`src/rtl/dg_stat_upd.sv`:
```
// Functional-side updater for the dg_stat status register: accumulates compare-fail
// events and read-modify-writes fl1/nms/cnt (and xen on auto-stop) through the write ports.
module dg_stat_upd #(
    parameter int unsigned BITDATA_CNT = 4,
    parameter int unsigned PEND_W      = 3,
    parameter bit          AUTOSTOP    = 1'b1
) (
    input  logic                   clk,
    input  logic                   rst,
    input  logic                   chk_vld,
    input  logic                   chk_fail,
    input  logic                   cwrite,
    input  logic                   dg_stat_fl1_rdat,
    input  logic                   dg_stat_nms_rdat,
    input  logic                   dg_stat_xen_rdat,
    input  logic [BITDATA_CNT-1:0] dg_stat_cnt_rdat,
    output logic                   dg_stat_fl1_wr,
    output logic                   dg_stat_fl1_din,
    output logic                   dg_stat_nms_wr,
    output logic                   dg_stat_nms_din,
    output logic                   dg_stat_xen_wr,
    output logic                   dg_stat_xen_din,
    output logic                   dg_stat_cnt_wr,
    output logic [BITDATA_CNT-1:0] dg_stat_cnt_din,
    output logic                   busy,
    output logic                   pend_ovf
);

    localparam int unsigned SUM_W = BITDATA_CNT + PEND_W;

    localparam logic [BITDATA_CNT-1:0] CNT_ZERO    = {BITDATA_CNT{1'b0}};
    localparam logic [BITDATA_CNT-1:0] CNT_MAX     = {BITDATA_CNT{1'b1}};
    localparam logic [PEND_W-1:0]      PEND_ZERO   = {PEND_W{1'b0}};
    localparam logic [PEND_W-1:0]      PEND_ONE    = {{(PEND_W-1){1'b0}}, 1'b1};
    localparam logic [PEND_W-1:0]      PEND_MAX    = {PEND_W{1'b1}};
    localparam logic [SUM_W-1:0]       SUM_CNT_MAX = {{PEND_W{1'b0}}, CNT_MAX};
    localparam logic [SUM_W-1:0]       SUM_NMS_THR = {{(SUM_W-2){1'b0}}, 2'b10};

    typedef enum logic [1:0] {
        ST_IDLE   = 2'b00,
        ST_ISSUE  = 2'b01,
        ST_SETTLE = 2'b10
    } state_t;

    state_t                 state_r;
    state_t                 state_s;
    logic                   issue_s;
    logic                   fail_ev_s;
    logic [PEND_W-1:0]      pend_r;
    logic [PEND_W-1:0]      pend_s;
    logic                   pend_ovf_r;
    logic                   pend_ovf_s;
    logic [SUM_W-1:0]       sum_s;
    logic                   stop_s;
    logic                   nms_set_s;
    logic                   busy_r;
    logic                   fl1_wr_r;
    logic                   fl1_din_r;
    logic                   nms_wr_r;
    logic                   nms_din_r;
    logic                   xen_wr_r;
    logic                   xen_din_r;
    logic                   cnt_wr_r;
    logic [BITDATA_CNT-1:0] cnt_din_r;

    // Saturate the widened count back into the register field width.
    function automatic logic [BITDATA_CNT-1:0] clamp_cnt(input logic [SUM_W-1:0] sum);
        logic [BITDATA_CNT-1:0] res;
        if (sum > SUM_CNT_MAX) begin
            res = CNT_MAX;
        end else begin
            res = sum[BITDATA_CNT-1:0];
        end
        return res;
    endfunction

    assign fail_ev_s = chk_vld & chk_fail & dg_stat_xen_rdat;
    assign sum_s     = {{PEND_W{1'b0}}, dg_stat_cnt_rdat} + {{BITDATA_CNT{1'b0}}, pend_r};
    assign stop_s    = AUTOSTOP && (sum_s >= SUM_CNT_MAX);
    assign nms_set_s = (sum_s >= SUM_NMS_THR);

    // Next-state: CPU writes hold off the update so it always reads settled fields.
    always_comb begin
        state_s = state_r;
        issue_s = 1'b0;
        case (state_r)
            ST_IDLE: begin
                if ((pend_r != PEND_ZERO) && !cwrite) begin
                    state_s = ST_ISSUE;
                    issue_s = 1'b1;
                end else begin
                    state_s = ST_IDLE;
                end
            end
            ST_ISSUE:  state_s = ST_SETTLE;
            ST_SETTLE: state_s = ST_IDLE;
            default:   state_s = ST_IDLE;
        endcase
    end

    // Pending accumulator: the issued snapshot is the whole of pend, so only a same-cycle event survives.
    always_comb begin
        pend_s     = pend_r;
        pend_ovf_s = pend_ovf_r;
        if (issue_s) begin
            pend_s = fail_ev_s ? PEND_ONE : PEND_ZERO;
        end else if (fail_ev_s) begin
            if (pend_r == PEND_MAX) begin
                pend_ovf_s = 1'b1;
            end else begin
                pend_s = pend_r + PEND_ONE;
            end
        end else begin
            pend_s = pend_r;
        end
    end

    // State, accumulator and registered write-port outputs; din fields hold between pulses.
    always_ff @(posedge clk) begin
        if (!rst) begin
            state_r    <= ST_IDLE;
            pend_r     <= PEND_ZERO;
            pend_ovf_r <= 1'b0;
            busy_r     <= 1'b0;
            fl1_wr_r   <= 1'b0;
            fl1_din_r  <= 1'b0;
            nms_wr_r   <= 1'b0;
            nms_din_r  <= 1'b0;
            xen_wr_r   <= 1'b0;
            xen_din_r  <= 1'b0;
            cnt_wr_r   <= 1'b0;
            cnt_din_r  <= CNT_ZERO;
        end else begin
            state_r    <= state_s;
            pend_r     <= pend_s;
            pend_ovf_r <= pend_ovf_s;
            busy_r     <= (state_s != ST_IDLE) || (pend_s != PEND_ZERO);
            fl1_wr_r   <= issue_s;
            nms_wr_r   <= issue_s;
            cnt_wr_r   <= issue_s;
            xen_wr_r   <= issue_s & stop_s;
            if (issue_s) begin
                fl1_din_r <= 1'b1;
                nms_din_r <= dg_stat_nms_rdat | nms_set_s;
                cnt_din_r <= clamp_cnt(sum_s);
                if (stop_s) begin
                    xen_din_r <= 1'b0;
                end
            end
        end
    end

    assign dg_stat_fl1_wr  = fl1_wr_r;
    assign dg_stat_fl1_din = fl1_din_r;
    assign dg_stat_nms_wr  = nms_wr_r;
    assign dg_stat_nms_din = nms_din_r;
    assign dg_stat_xen_wr  = xen_wr_r;
    assign dg_stat_xen_din = xen_din_r;
    assign dg_stat_cnt_wr  = cnt_wr_r;
    assign dg_stat_cnt_din = cnt_din_r;
    assign busy            = busy_r;
    assign pend_ovf        = pend_ovf_r;

    // fl1 is always set on update; its current value is not needed.
    logic unused_s;
    assign unused_s = dg_stat_fl1_rdat;

endmodule

```
`config.mk`:
```
export PLATFORM = sky130hd
export DESIGN_NAME = dg_stat_upd
export DESIGN_NICKNAME = d
export VERILOG_FILES = /design/src/rtl/dg_stat_upd.sv
export SDC_FILE = /design/constraint.sdc
export NUM_CORES = 1
export LEC_CHECK = 0
export ABC_CLOCK_PERIOD_IN_PS = 2600
export CAP_MARGIN = 20
export CORE_MARGIN = 10
export CORE_UTILIZATION = 47
export CTS_CLUSTER_DIAMETER = 150
export DETAILED_ROUTE_END_ITERATION = 10
export GPL_TIMING_DRIVEN = 0
export PLACE_DENSITY = 0.81
export SYNTH_ARGS = -nofsm -noshare
export SYNTH_HDL_FRONTEND = slang
export SYNTH_SLANG_ARGS = --single-unit
```
`constraint.sdc`:
```
create_clock -name clk -period 2.6 [get_ports clk]
set_clock_uncertainty 0.05 [all_clocks]
set_input_delay 0.52 -clock clk [delete_from_list [all_inputs] [get_ports clk]]
set_output_delay 0.52 -clock clk [all_outputs]
set_load 0.01 [all_outputs]
```
==> results by group, run 1 <==
Outcome
  – Status: finished clean

Route
  – DR iter-0 viols: 13
  – Drt drc: 0
  – Routed len/inst: 13.8 um
  – Average via count per standard cell: 5.60
  – Routed Antenna Nets: 0
  – DR vias: 694
  – WL final: 1710 um
  – 1st-pass router iterations: 4

Min path
  – Hold Path Origin: pend_ovf$_SDFFE_PN0P_
  – Hold crit path type: reg2reg
  – Hold Crit Endpoint: pend_ovf$_SDFFE_PN0P_
  – WHS Path Cells: 1

Clock network
  – Worst skew pair latency: 0.29 ns
  – Clock transition at the registers of the reported paths: 0.09 ns
  – CTS Root Cell: clkbuf_4
  – Post-CTS repair timing setup buffer count: 0
  – CTS resizes: 0
  – # H-tree levels: 1
  – CTS tree: done
  – CTS Sinks: 15
  – # hold bufs at CTS: 0
  – CTS max path bufs: 2
  – CTS buffer count: 3

STA
  – Setup TNS: 0 ns
  – Min Clock Period, post-route: 2.16 ns
  – Setup ws final: 0.440 ns
  – Highest clock rate: 463 MHz
  – Pin slew with the least headroom to its limit: 0.511 ns
  – RSZ-0062 raised after global routing: no
  – Final hold violation count: 0
  – Final Slew Violations: 0
  – Final Cycle Share: 83.1%
  – Slew Limit Headroom: 65.5%
  – # setup viols final: 0

Setup path
  – Reg2reg path depth: 7
  – CP bufs+invs: 2
  – Crit-path max FO: 4
  – Startpoint Class: primary input
  – Crit-path cells: clkdlybuf4s50_1, ha_1, inv_1, fa_1, nand3b_1, o21ai_0, a221oi_1, nor3b_1
  – Crit-path max cell delay: 0.55 ns
  – Crit Path Category: in2reg
  – Crit path from: dg_stat_cnt_rdat[0]
  – Reg-to-reg startpoint: pend_r[0]$_SDFF_PN0_
  – CP top delay family: adder cells
  – R2R Setup Slk: 0.67 ns
  – Worst EP arrival: 2.28 ns
  – Slowest cell on crit path: fa_1
  – CP endpoint kind: register
  – Worst Path Required: 2.72 ns
  – Number of cells on the critical path: 8
  – R2r endpoint: dg_stat_xen_wr$_SDFF_PN0_

Layout
  – Final cell count without fillers: 124
  – Number of diodes: 0
  – Fill cells: 137
  – Area delta synth->final: 34.6%
  – Final core utilization: 68.1%
  – # nets final: 127
  – Layout cells sized above 1: 11.1%

Logic synthesis
  – Post-Synthesis Cells: 82
  – EDFF count, synth: 0
  – Synth top cells by count: 15 x dfxtp_1, 6 x a21oi_1, 6 x o21ai_0
  – Seq cells post-synth: 15
  – Async SR Flop Fraction: 0%
  – Synth area leaders: dfxtp_1 39%, ha_1 8.1%, a21oi_1 3.9%, o21ai_0 3.9%, a21o_1 2.9%
  – Synthesized area per cell: 9.40 um^2
  – Post-synth top flop: dfxtp_1
  – Syn Nets: 100
  – Share of the yosys chip area belonging to registers: 39.0%
  – Cell Area, Synth: 771 um^2
  – Library cells used by synthesis: 34
  – Count leader, synth: dfxtp_1
  – Share of Yosys cell area claimed by the top area cell type: 39.0%
  – Synth warnings: 0
  – Cell taking the most area after synthesis: dfxtp_1

Die
  – Die height: 60.5 um
  – Core area: 0.00152 mm^2
  – Rows: 14
  – Initial Util: 50.6%
  – Die area: 0.00366 mm^2
  – # IOs: 25
  – Die W: 60.5 um

Placed design
  – GP Congestion: 0.809
  – Port Buf Inserts: 22
  – Pre-CTS WS: 0.127 ns
  – Detail Placement HPWL: 1350 um
  – Placed Cells incl. Taps: 120

Global routing
  – First-pass GRT wire length: 2900 um
  – Largest net degree at the start of global routing: 11
  – Grt total ovfl: 0
  – Initial antenna violation count: 0
  – Vias in the first global route: 710
  – GRT Resource Usage Total: 10.1%

Power
  – Pwr/cell area: 442 mW/mm^2
  – Leakage: 0.427 nW
  – Peak VDD IR: 0.000340 V
  – Power Total: 0.000458 W

Flow run
  – Max-cap violations: 0
[sequential cells by signal (all words and copies together) (netlist names)]
name	count
dg_stat_cnt_wr	1
busy	1
pend_ovf	1
dg_stat_xen_wr	1
dg_stat_nms_din	1
dg_stat_fl1_din	1
dg_stat_cnt_din	4
state_r	2
pend_r	3
[worst max-delay path by stage]
| stage | endpoint |
|---|---|
| after floorplan | dg_stat_xen_wr$_SDFF_PN0_ |
| after global placement | dg_stat_xen_wr$_SDFF_PN0_ |
| after detailed placement | dg_stat_xen_wr$_SDFF_PN0_ |
| after CTS | dg_stat_xen_wr$_SDFF_PN0_ |
| after global routing | dg_stat_xen_wr$_SDFF_PN0_ |
| final | dg_stat_xen_wr$_SDFF_PN0_ |
[where the power goes]
group          total (W)  internal (W)  switching [W]
clock network   0.000135     0.0000597      0.0000753
registers       0.000242      0.000237     0.00000455
logic          0.0000817     0.0000467      0.0000349
[worst register-to-register path: stages (launching register included)]
cell,delay (ns)
dfxtp_1,0.43
ha_1,0.20
inv_1,0.05
fa_1,0.55
nand3b_1,0.12
o21ai_0,0.08
a221oi_1,0.24
nor3b_1,0.08
[placed cells by master (no fill, tap or decap), types with 3 or more instances in the layout]
| cell type | instances |
|---|---|
| o21ai_0 | 6 |
| a21o_1 | 3 |
| a21oi_1 | 6 |
| dfxtp_1 | 15 |
| clkdlybuf4s50_1 | 22 |
| buf_4 | 3 |
| clkbuf_4 | 4 |
| ha_1 | 5 |
| nor2_1 | 5 |
| inv_1 | 5 |
[layer usage]
layer	wire [um]	global-route usage [%]
met5	0	0
met3	77	2.30
met4	39	5.96
met2	826	16.9
met1	766	11.5
[layout make-up]
| class | count | area [um^2] | area share (%) |
|---|---|---|---|
| multi-input cells | 57 | 417 | 40.2 |
| repair buffers | 22 | 220 | 21.2 |
| flip-flops and latches | 15 | 300 | 29.0 |
| inverters | 5 | 18.8 | 1.81 |
| well taps | 16 | 20.0 | 1.93 |
| clock buffers | 4 | 26.3 | 2.53 |
| plain buffers | 5 | 35.0 | 3.38 |
[metrics by stage]
step	hold slack, ns	instance area, um^2
after floorplan	0.459	771
after global placement	0.398	1010
after detailed placement	0.407	1010
after CTS	0.427	1040
after global routing	0.450	1040
final	0.421	1040
[cell families after synthesis]
| family | synth area share (%) |
|---|---|
| fa+ha+maj | 10.7 |
| flops | 39.0 |
| simple gates | 17.0 |
| xor+xnor | 1.14 |
| compound gates | 23.4 |
| other cells | 0.487 |
| buf+inv | 6.98 |
| mux | 1.30 |
No activity file was read; power rests on OpenSTA's default activity.
==> run 2: changes to the inputs <==
==> config.mk (replaced) <==
export PLATFORM = sky130hd
export DESIGN_NAME = dg_stat_upd
export DESIGN_NICKNAME = d
export VERILOG_FILES = /design/src/rtl/dg_stat_upd.sv
export SDC_FILE = /design/constraint.sdc
export NUM_CORES = 1
export LEC_CHECK = 0
export ABC_CLOCK_PERIOD_IN_PS = 1700
export CAP_MARGIN = 20
export CORE_MARGIN = 10
export CORE_UTILIZATION = 40
export CTS_CLUSTER_DIAMETER = 150
export DETAILED_ROUTE_END_ITERATION = 10
export GPL_TIMING_DRIVEN = 0
export PLACE_DENSITY = 0.74
export SYNTH_ARGS = -nofsm -noshare
export SYNTH_HDL_FRONTEND = slang
export SYNTH_SLANG_ARGS = --single-unit
==> constraint.sdc (replaced) <==
create_clock -name clk -period 1.7 [get_ports clk]
set_clock_uncertainty 0.05 [all_clocks]
set_input_delay 0.34 -clock clk [delete_from_list [all_inputs] [get_ports clk]]
set_output_delay 0.34 -clock clk [all_outputs]
set_load 0.01 [all_outputs]
==> run 2 against run 1 <==
The run now ends with negative setup slack left. Clock power increased by 53%. Worst setup slack got worse by 0.50 ns. Final area increased by 7.7%. Register-to-register slack got worse by 0.73 ns. Non-clock buffer count increased by 2. Final cell count increased by 8.9%. Critical path depth decreased by 1. Global-route usage decreased by 1.2 points. Highest routed layer unchanged.
==> results by group, run 2 (synthesized netlist as in run 1, its figures left out) <==
Outcome
  – Status: finished, violations left
  – Failing checks: negative setup slack

Layout
  – Layout cells sized above 1: 25.5% (+14 points)
  – Most frequent cells in the layout: 18 x clkdlybuf4s50_1, 11 x dfxtp_1, 6 x buf_4, 6 x a21oi_1
  – Most common cell after layout, fill and taps aside: clkdlybuf4s50_1
  – Multi-input gate area in the final layout: 457 um^2 (+9.6%)
  – Final cell count without fillers: 135 (+8.9%)
  – Number of diodes: 0 (unchanged)
  – FF/Latch Area: 308 um^2 (+2.5%)
  – Fill cells: 164 (+20%)
  – Max reg flops: 4 (unchanged)
  – Area delta synth->final: 45.0%
  – # nets final: 129 (+1.6%)
  – Final core utilization: 62.7% (-5.4 points)

Die
  – Die W: 63.9 um (+5.6%)
  – Initial Util: 43.2% (-7.3 points)
  – Rows: 15 (+1)
  – # IOs: 25 (unchanged)
  – Die area: 0.00408 mm^2 (+12%)
  – Die height: 63.9 um (+5.6%)
  – Core area: 0.00178 mm^2 (+17%)

Setup path
  – CP top delay family: adder cells
  – CP bufs+invs: 1 (-1)
  – Critical path endpoint: dg_stat_xen_wr$_SDFF_PN0_
  – Worst Path Required: 1.81 ns (-0.91 ns)
  – Crit-path max FO: 3 (-1)
  – Crit-path cells: ha_4, inv_2, fa_2, nand3b_1, o21ai_1, a221oi_2, nor3b_1
  – R2r endpoint: dg_stat_xen_wr$_SDFF_PN0_
  – Crit path from: pend_r[0]$_SDFF_PN0_
  – R2R Setup Slk: -0.06 ns (-0.73 ns)
  – Crit Path Category: reg2reg
  – Reg2reg path depth: 7 (unchanged)
  – Worst EP arrival: 1.87 ns (-0.41 ns)
  – Number of cells on the critical path: 7 (-1)
  – Crit-path max cell delay: 0.55 ns (about the same)
  – Slowest cell on crit path: fa_2
  – CP endpoint kind: register
  – Reg-to-reg startpoint: pend_r[0]$_SDFF_PN0_
  – Startpoint Class: register

Global routing
  – Vias in the first global route: 691 (-2.7%)
  – Largest net degree at the start of global routing: 11 (unchanged)
  – First-pass GRT wire length: 3050 um (+5.0%)
  – Initial antenna violation count: 0 (unchanged)
  – GRT Resource Usage Total: 8.93% (-1.2 points)
  – Grt total ovfl: 0 (unchanged)

Clock network
  – CTS buffer count: 3 (unchanged)
  – CTS tree: done
  – CTS Root Cell: clkbuf_4
  – CTS max path bufs: 2 (unchanged)
  – Worst skew pair latency: 0.29 ns (about the same)
  – # hold bufs at CTS: 0 (unchanged)
  – Clock transition at the registers of the reported paths: 0.10 ns (about the same)
  – # H-tree levels: 1 (unchanged)
  – CTS Sinks: 15 (unchanged)

STA
  – Final Slew Violations: 0 (unchanged)
  – # setup viols final: 1 (+1)
  – Highest clock rate: 568 MHz
  – Final Cycle Share: 103%
  – Worst hold slack: 0.419 ns (-0.00233 ns)
  – Final hold violation count: 0 (unchanged)
  – Min Clock Period, post-route: 1.76 ns
  – Setup ws final: -0.0593 ns (-0.500 ns)
  – RSZ-0062 raised after global routing: yes

Flow run
  – Max-cap violations: 0 (unchanged)

Placed design
  – Port Buf Inserts: 22 (unchanged)
  – Detail Placement HPWL: 1450 um (+8.0%)
  – Pre-CTS WS: -0.626 ns (-0.753 ns)
  – Placed Cells incl. Taps: 129 (+7.5%)
  – GP Congestion: 0.800 (-1.2%)

Route
  – DR vias: 710 (+2.3%)
  – Routed Antenna Nets: 0 (unchanged)
  – Drt drc: 0 (unchanged)
  – 1st-pass router iterations: 4 (unchanged)
  – DR iter-0 viols: 25 (+12)
  – WL final: 1900 um (+11%)
  – Routed len/inst: 14.1 um (+2.2%)
  – Average via count per standard cell: 5.26 (-6.0%)

Min path
  – Hold crit path type: reg2reg
  – WHS Path Cells: 1 (unchanged)

Power
  – Power Total: 0.000718 W (+57%)
  – Leakage: 0.489 nW (+14%)
  – Pwr/cell area: 642 mW/mm^2 (+45%)
  – Peak VDD IR: 0.000326 V (-4.3%)
==> run 2: cell types whose count changed in the layout (fill, tap and decap cells not counted), moves of 3 or more <==
| cell | previous run | this run |
|---|---|---|
| clkdlybuf4s50_1 | 22 | 18 |
| dfxtp_1 | 15 | 11 |
| buf_4 | 3 | 6 |
| dfxtp_2 | 0 | 3 |
==> run 2: where the power goes <==
group	internal, W	switching, W
sequential	0.000362	0.00000670
clock	0.0000873	0.000120
combinational	0.0000800	0.0000615
==> run 2: area by class of cell <==
type	instances	share of cell area, %
plain buffers	5	3.36
clock buffers	3	2.02
clock inverters	1	0.448
inverters	5	1.68
multi-input cells	57	40.9
flip-flops and latches	15	27.5
well taps	25	2.80
repair buffers	24	21.3
==> run 2: how the worst min path moves through the flow <==
stage / startpoint / endpoint / slack [ns]
after CTS: dg_stat_fl1_din$_SDFFE_PN0P_ / dg_stat_fl1_din$_SDFFE_PN0P_ / 0.43
after detailed placement: pend_ovf$_SDFFE_PN0P_ / pend_ovf$_SDFFE_PN0P_ / 0.41
after floorplan: rst / dg_stat_cnt_wr$_SDFF_PN0_ / 0.43
after global placement: dg_stat_fl1_din$_SDFFE_PN0P_ / dg_stat_fl1_din$_SDFFE_PN0P_ / 0.40
after global routing: dg_stat_fl1_din$_SDFFE_PN0P_ / dg_stat_fl1_din$_SDFFE_PN0P_ / 0.46
final: dg_stat_fl1_din$_SDFFE_PN0P_ / dg_stat_fl1_din$_SDFFE_PN0P_ / 0.42
==> run 2: through the flow <==
| step | setup TNS, ns | cell area (um^2) |
|---|---|---|
| after floorplan | 0 | 772 |
| after global placement | -3.07 | 1020 |
| after detailed placement | -3.53 | 1020 |
| after CTS | -0.227 | 1090 |
| after global routing | -0.247 | 1120 |
| final | -0.0593 | 1120 |
==> run 2: routing by layer <==
| metal | up-vias | share of wire (%) | global-route usage [%] |
|---|---|---|---|
| met1 | 327 | 43 | 10.3 |
| met2 | 27 | 50 | 15.2 |
| met5 | - | 0 | 0 |
| met4 | 0 | 1.7 | 4.10 |
| met3 | 4 | 5.3 | 2.09 |
| li1 | 352 | - | - |
==> run 2: timing repair <==
| item | CTS | global route |
|---|---|---|
| resized for setup | 10 | 13 |
| pin swaps | 3 | 4 |
| setup buffers | 2 | 0 |
| hold endpoints to repair | 0 | 0 |
| cloned | 0 | 0 |
| endpoints found under the setup margin | 6 | 10 |
==> run 3: changes to the inputs <==
--- a/config.mk
+++ b/config.mk
@@ -5,12 +5,13 @@
 export SDC_FILE = /design/constraint.sdc
 export NUM_CORES = 1
 export LEC_CHECK = 0
-export ABC_CLOCK_PERIOD_IN_PS = 1700
+export ABC_CLOCK_PERIOD_IN_PS = 1400
 export CAP_MARGIN = 20
 export CORE_MARGIN = 10
 export CORE_UTILIZATION = 40
 export CTS_CLUSTER_DIAMETER = 150
 export DETAILED_ROUTE_END_ITERATION = 10
+export GPL_ROUTABILITY_DRIVEN = 0
 export GPL_TIMING_DRIVEN = 0
 export PLACE_DENSITY = 0.74
 export SYNTH_ARGS = -nofsm -noshare
==> constraint.sdc (replaced) <==
create_clock -name clk -period 1.4 [get_ports clk]
set_clock_uncertainty 0.05 [all_clocks]
set_input_delay 0.28 -clock clk [delete_from_list [all_inputs] [get_ports clk]]
set_output_delay 0.28 -clock clk [all_outputs]
set_load 0.01 [all_outputs]
==> run 3 against run 2 <==
The run still ends with negative setup slack left. Register-to-register slack got worse by 0.32 ns. Maximum frequency decreased by 1.3%. Flip-flop and latch count unchanged. Final cell count increased by 5.9%. Final area increased by 15%. Largest power group unchanged.
==> results by group, run 3 (synthesized netlist as in run 1, its figures left out) <==
Route
  – Routed len/inst: 15.0 um (+6.8%)
  – Routed Antenna Nets: 0 (unchanged)
  – DR vias: 744 (+4.8%)
  – WL final: 2150 um (+13%)
  – 1st-pass router iterations: 4 (unchanged)
  – Average via count per standard cell: 5.20 (-1.1%)
  – DR iter-0 viols: 16 (-36%)
  – Drt drc: 0 (unchanged)

Clock network
  – # H-tree levels: 1 (unchanged)
  – CTS Sinks: 15 (unchanged)
  – CTS max path bufs: 2 (unchanged)
  – Clock transition at the registers of the reported paths: 0.10 ns (about the same)
  – Worst skew pair latency: 0.30 ns (about the same)
  – CTS tree: done
  – # hold bufs at CTS: 0 (unchanged)
  – CTS Root Cell: clkbuf_4
  – CTS buffer count: 3 (unchanged)

STA
  – Final Slew Violations: 0 (unchanged)
  – Highest clock rate: 561 MHz (-1.3%)
  – Min Clock Period, post-route: 1.78 ns (+0.0227 ns)
  – Final hold violation count: 0 (unchanged)
  – Setup TNS: -2.35 ns (-2.29 ns)
  – Final Cycle Share: 127% (+24 points)
  – # setup viols final: 12 (+11)
  – Worst hold slack: 0.414 ns (-0.00483 ns)
  – Setup ws final: -0.382 ns (-0.323 ns)
  – RSZ-0062 raised after global routing: yes

Power
  – Pwr/cell area: 711 mW/mm^2 (+11%)
  – Peak VDD IR: 0.000473 V (+45%)
  – Leakage: 0.587 nW (+20%)

Die
  – Rows: 15 (unchanged)
  – # IOs: 25 (unchanged)
  – Die W: 63.9 um (unchanged)
  – Core area: 0.00178 mm^2 (unchanged)
  – Initial Util: 43.2% (unchanged)
  – Die height: 63.9 um (unchanged)
  – Die area: 0.00408 mm^2 (unchanged)

Layout
  – # nets final: 137 (+6.2%)
  – Most common cell after layout, fill and taps aside: dlygate4sd2_1
  – Max reg flops: 4 (unchanged)
  – Final instance area: 0.00129 mm^2 (+15%)
  – Most frequent cells in the layout: 14 x dlygate4sd2_1, 11 x dfxtp_1, 8 x buf_4, 7 x clkdlybuf4s50_1, 6 x buf_6
  – Number of diodes: 0 (unchanged)
  – Layout cells sized above 1: 42.4% (+17 points)
  – Area delta synth->final: 67.0%

Setup path
  – Crit-path max cell delay: 0.55 ns (about the same)
  – Startpoint Class: register
  – CP top delay family: adder cells
  – CP endpoint kind: register
  – Crit-path cells: ha_4, inv_2, fa_2, buf_4, buf_6, buf_6, nor3b_2, a31oi_1
  – Crit Path Category: reg2reg
  – Slowest cell on crit path: fa_2
  – R2R Setup Slk: -0.38 ns (-0.32 ns)
  – Worst Path Required: 1.54 ns (-0.27 ns)
  – Worst EP arrival: 1.92 ns (+0.05 ns)
  – CP bufs+invs: 4 (+3)
  – CP dominant cell by count: buf_6
  – Reg2reg path depth: 8 (+1)
  – Reg-to-reg startpoint: pend_r[0]$_SDFF_PN0_
  – Crit-path max FO: 3 (unchanged)
  – R2r endpoint: dg_stat_nms_din$_SDFFE_PN0P_

Global routing
  – Met3 GRT Util: 2.79% (+0.70 points)
  – Met2 Use GR: 17.8% (+2.6 points)
  – Grt total ovfl: 0 (unchanged)
  – Initial antenna violation count: 0 (unchanged)
  – GRT Resource Usage Total: 10.5% (+1.6 points)
  – Most Crowded Layer GR: met2
  – Vias in the first global route: 767 (+11%)
  – Met1 Usage GRT: 11.5% (+1.1 points)
  – Largest net degree at the start of global routing: 11 (unchanged)
  – First-pass GRT wire length: 3510 um (+15%)

Min path
  – Hold Path Origin: pend_ovf$_SDFFE_PN0P_
  – Hold crit path type: reg2reg
  – WHS Path Cells: 1 (unchanged)
  – Hold Crit Endpoint: pend_ovf$_SDFFE_PN0P_

Placed design
  – Detail Placement HPWL: 1450 um (about the same)
  – Port Buf Inserts: 22 (unchanged)
  – Post-placement cell area: 0.00105 mm^2 (+3.1%)

Outcome
  – Failing checks: negative setup slack
  – Status: finished, violations left

Flow run
  – Max-cap violations: 0 (unchanged)
[run 3: cell count changes in the layout (fill, tap and decap cells not counted), moves of 3 or more]
cell and delta:
a21oi_1 -3, dlygate4sd2_1 +12, o21ai_2 +3, buf_6 +6, clkdlybuf4s50_1 -11, o21ai_0 -3
[run 3: repair_timing]
| item | 4_1_cts | 5_1_grt |
|---|---|---|
| gates resized for setup | 49 | 12 |
| setup buffers | 8 | 4 |
| gates cloned | 1 | 0 |
| setup endpoints to repair | 24 | 16 |
| endpoints found under the hold margin | 0 | 0 |
| pin swaps | 13 | 9 |
[run 3: how the worst max path moves through the flow]
stage	to	slack, ns	startpoint	cells after the start
after floorplan	dg_stat_xen_wr$_SDFF_PN0_	-0.27	pend_r[0]$_SDFF_PN0_	7
after global placement	dg_stat_xen_wr$_SDFF_PN0_	-0.87	dg_stat_cnt_rdat[0]	8
after detailed placement	dg_stat_xen_wr$_SDFF_PN0_	-0.88	dg_stat_cnt_rdat[0]	8
after CTS	dg_stat_xen_wr$_SDFF_PN0_	-0.39	pend_r[0]$_SDFF_PN0_	7
after global routing	dg_stat_nms_din$_SDFFE_PN0P_	-0.44	pend_r[0]$_SDFF_PN0_	8
final	dg_stat_nms_din$_SDFFE_PN0P_	-0.38	pend_r[0]$_SDFF_PN0_	8
[run 3: power breakdown]
| part | switching (W) | total, W | internal, W |
|---|---|---|---|
| registers | 0.00000906 | 0.000445 | 0.000436 |
| clock network | 0.000145 | 0.000251 | 0.000106 |
| logic | 0.0000951 | 0.000219 | 0.000124 |
| total | 0.000249 | 0.000916 | 0.000667 |
[run 3: metrics by stage]
stage	power (W)	setup WS, ns	utilization, %	cells
2_1_floorplan	0.000544	-0.274	-	82
3_3_place_gp	0.000616	-0.870	59.2	129
3_5_place_dp	0.000621	-0.876	59.2	129
4_1_cts	0.000907	-0.392	70.0	142
5_1_grt	0.000967	-0.444	72.2	143
6_report	0.000916	-0.382	72.2	143
[run 3: layout make-up]
cell class,instances,area [um^2]
flip-flops and latches,15,313
plain buffers,5,41.3
fillers,129,495
clock inverters,1,5.00
clock buffers,3,22.5
inverters,5,21.3
well taps,25,31.3
repair buffers,32,299
multi-input cells,57,554
[run 3: metal layers]
| metal | vias up | wire (um) |
|---|---|---|
| met4 | 0 | 69 |
| met3 | 6 | 119 |
| met2 | 20 | 1100 |
| met5 | - | 0 |
| li1 | 363 | - |
| met1 | 355 | 862 |
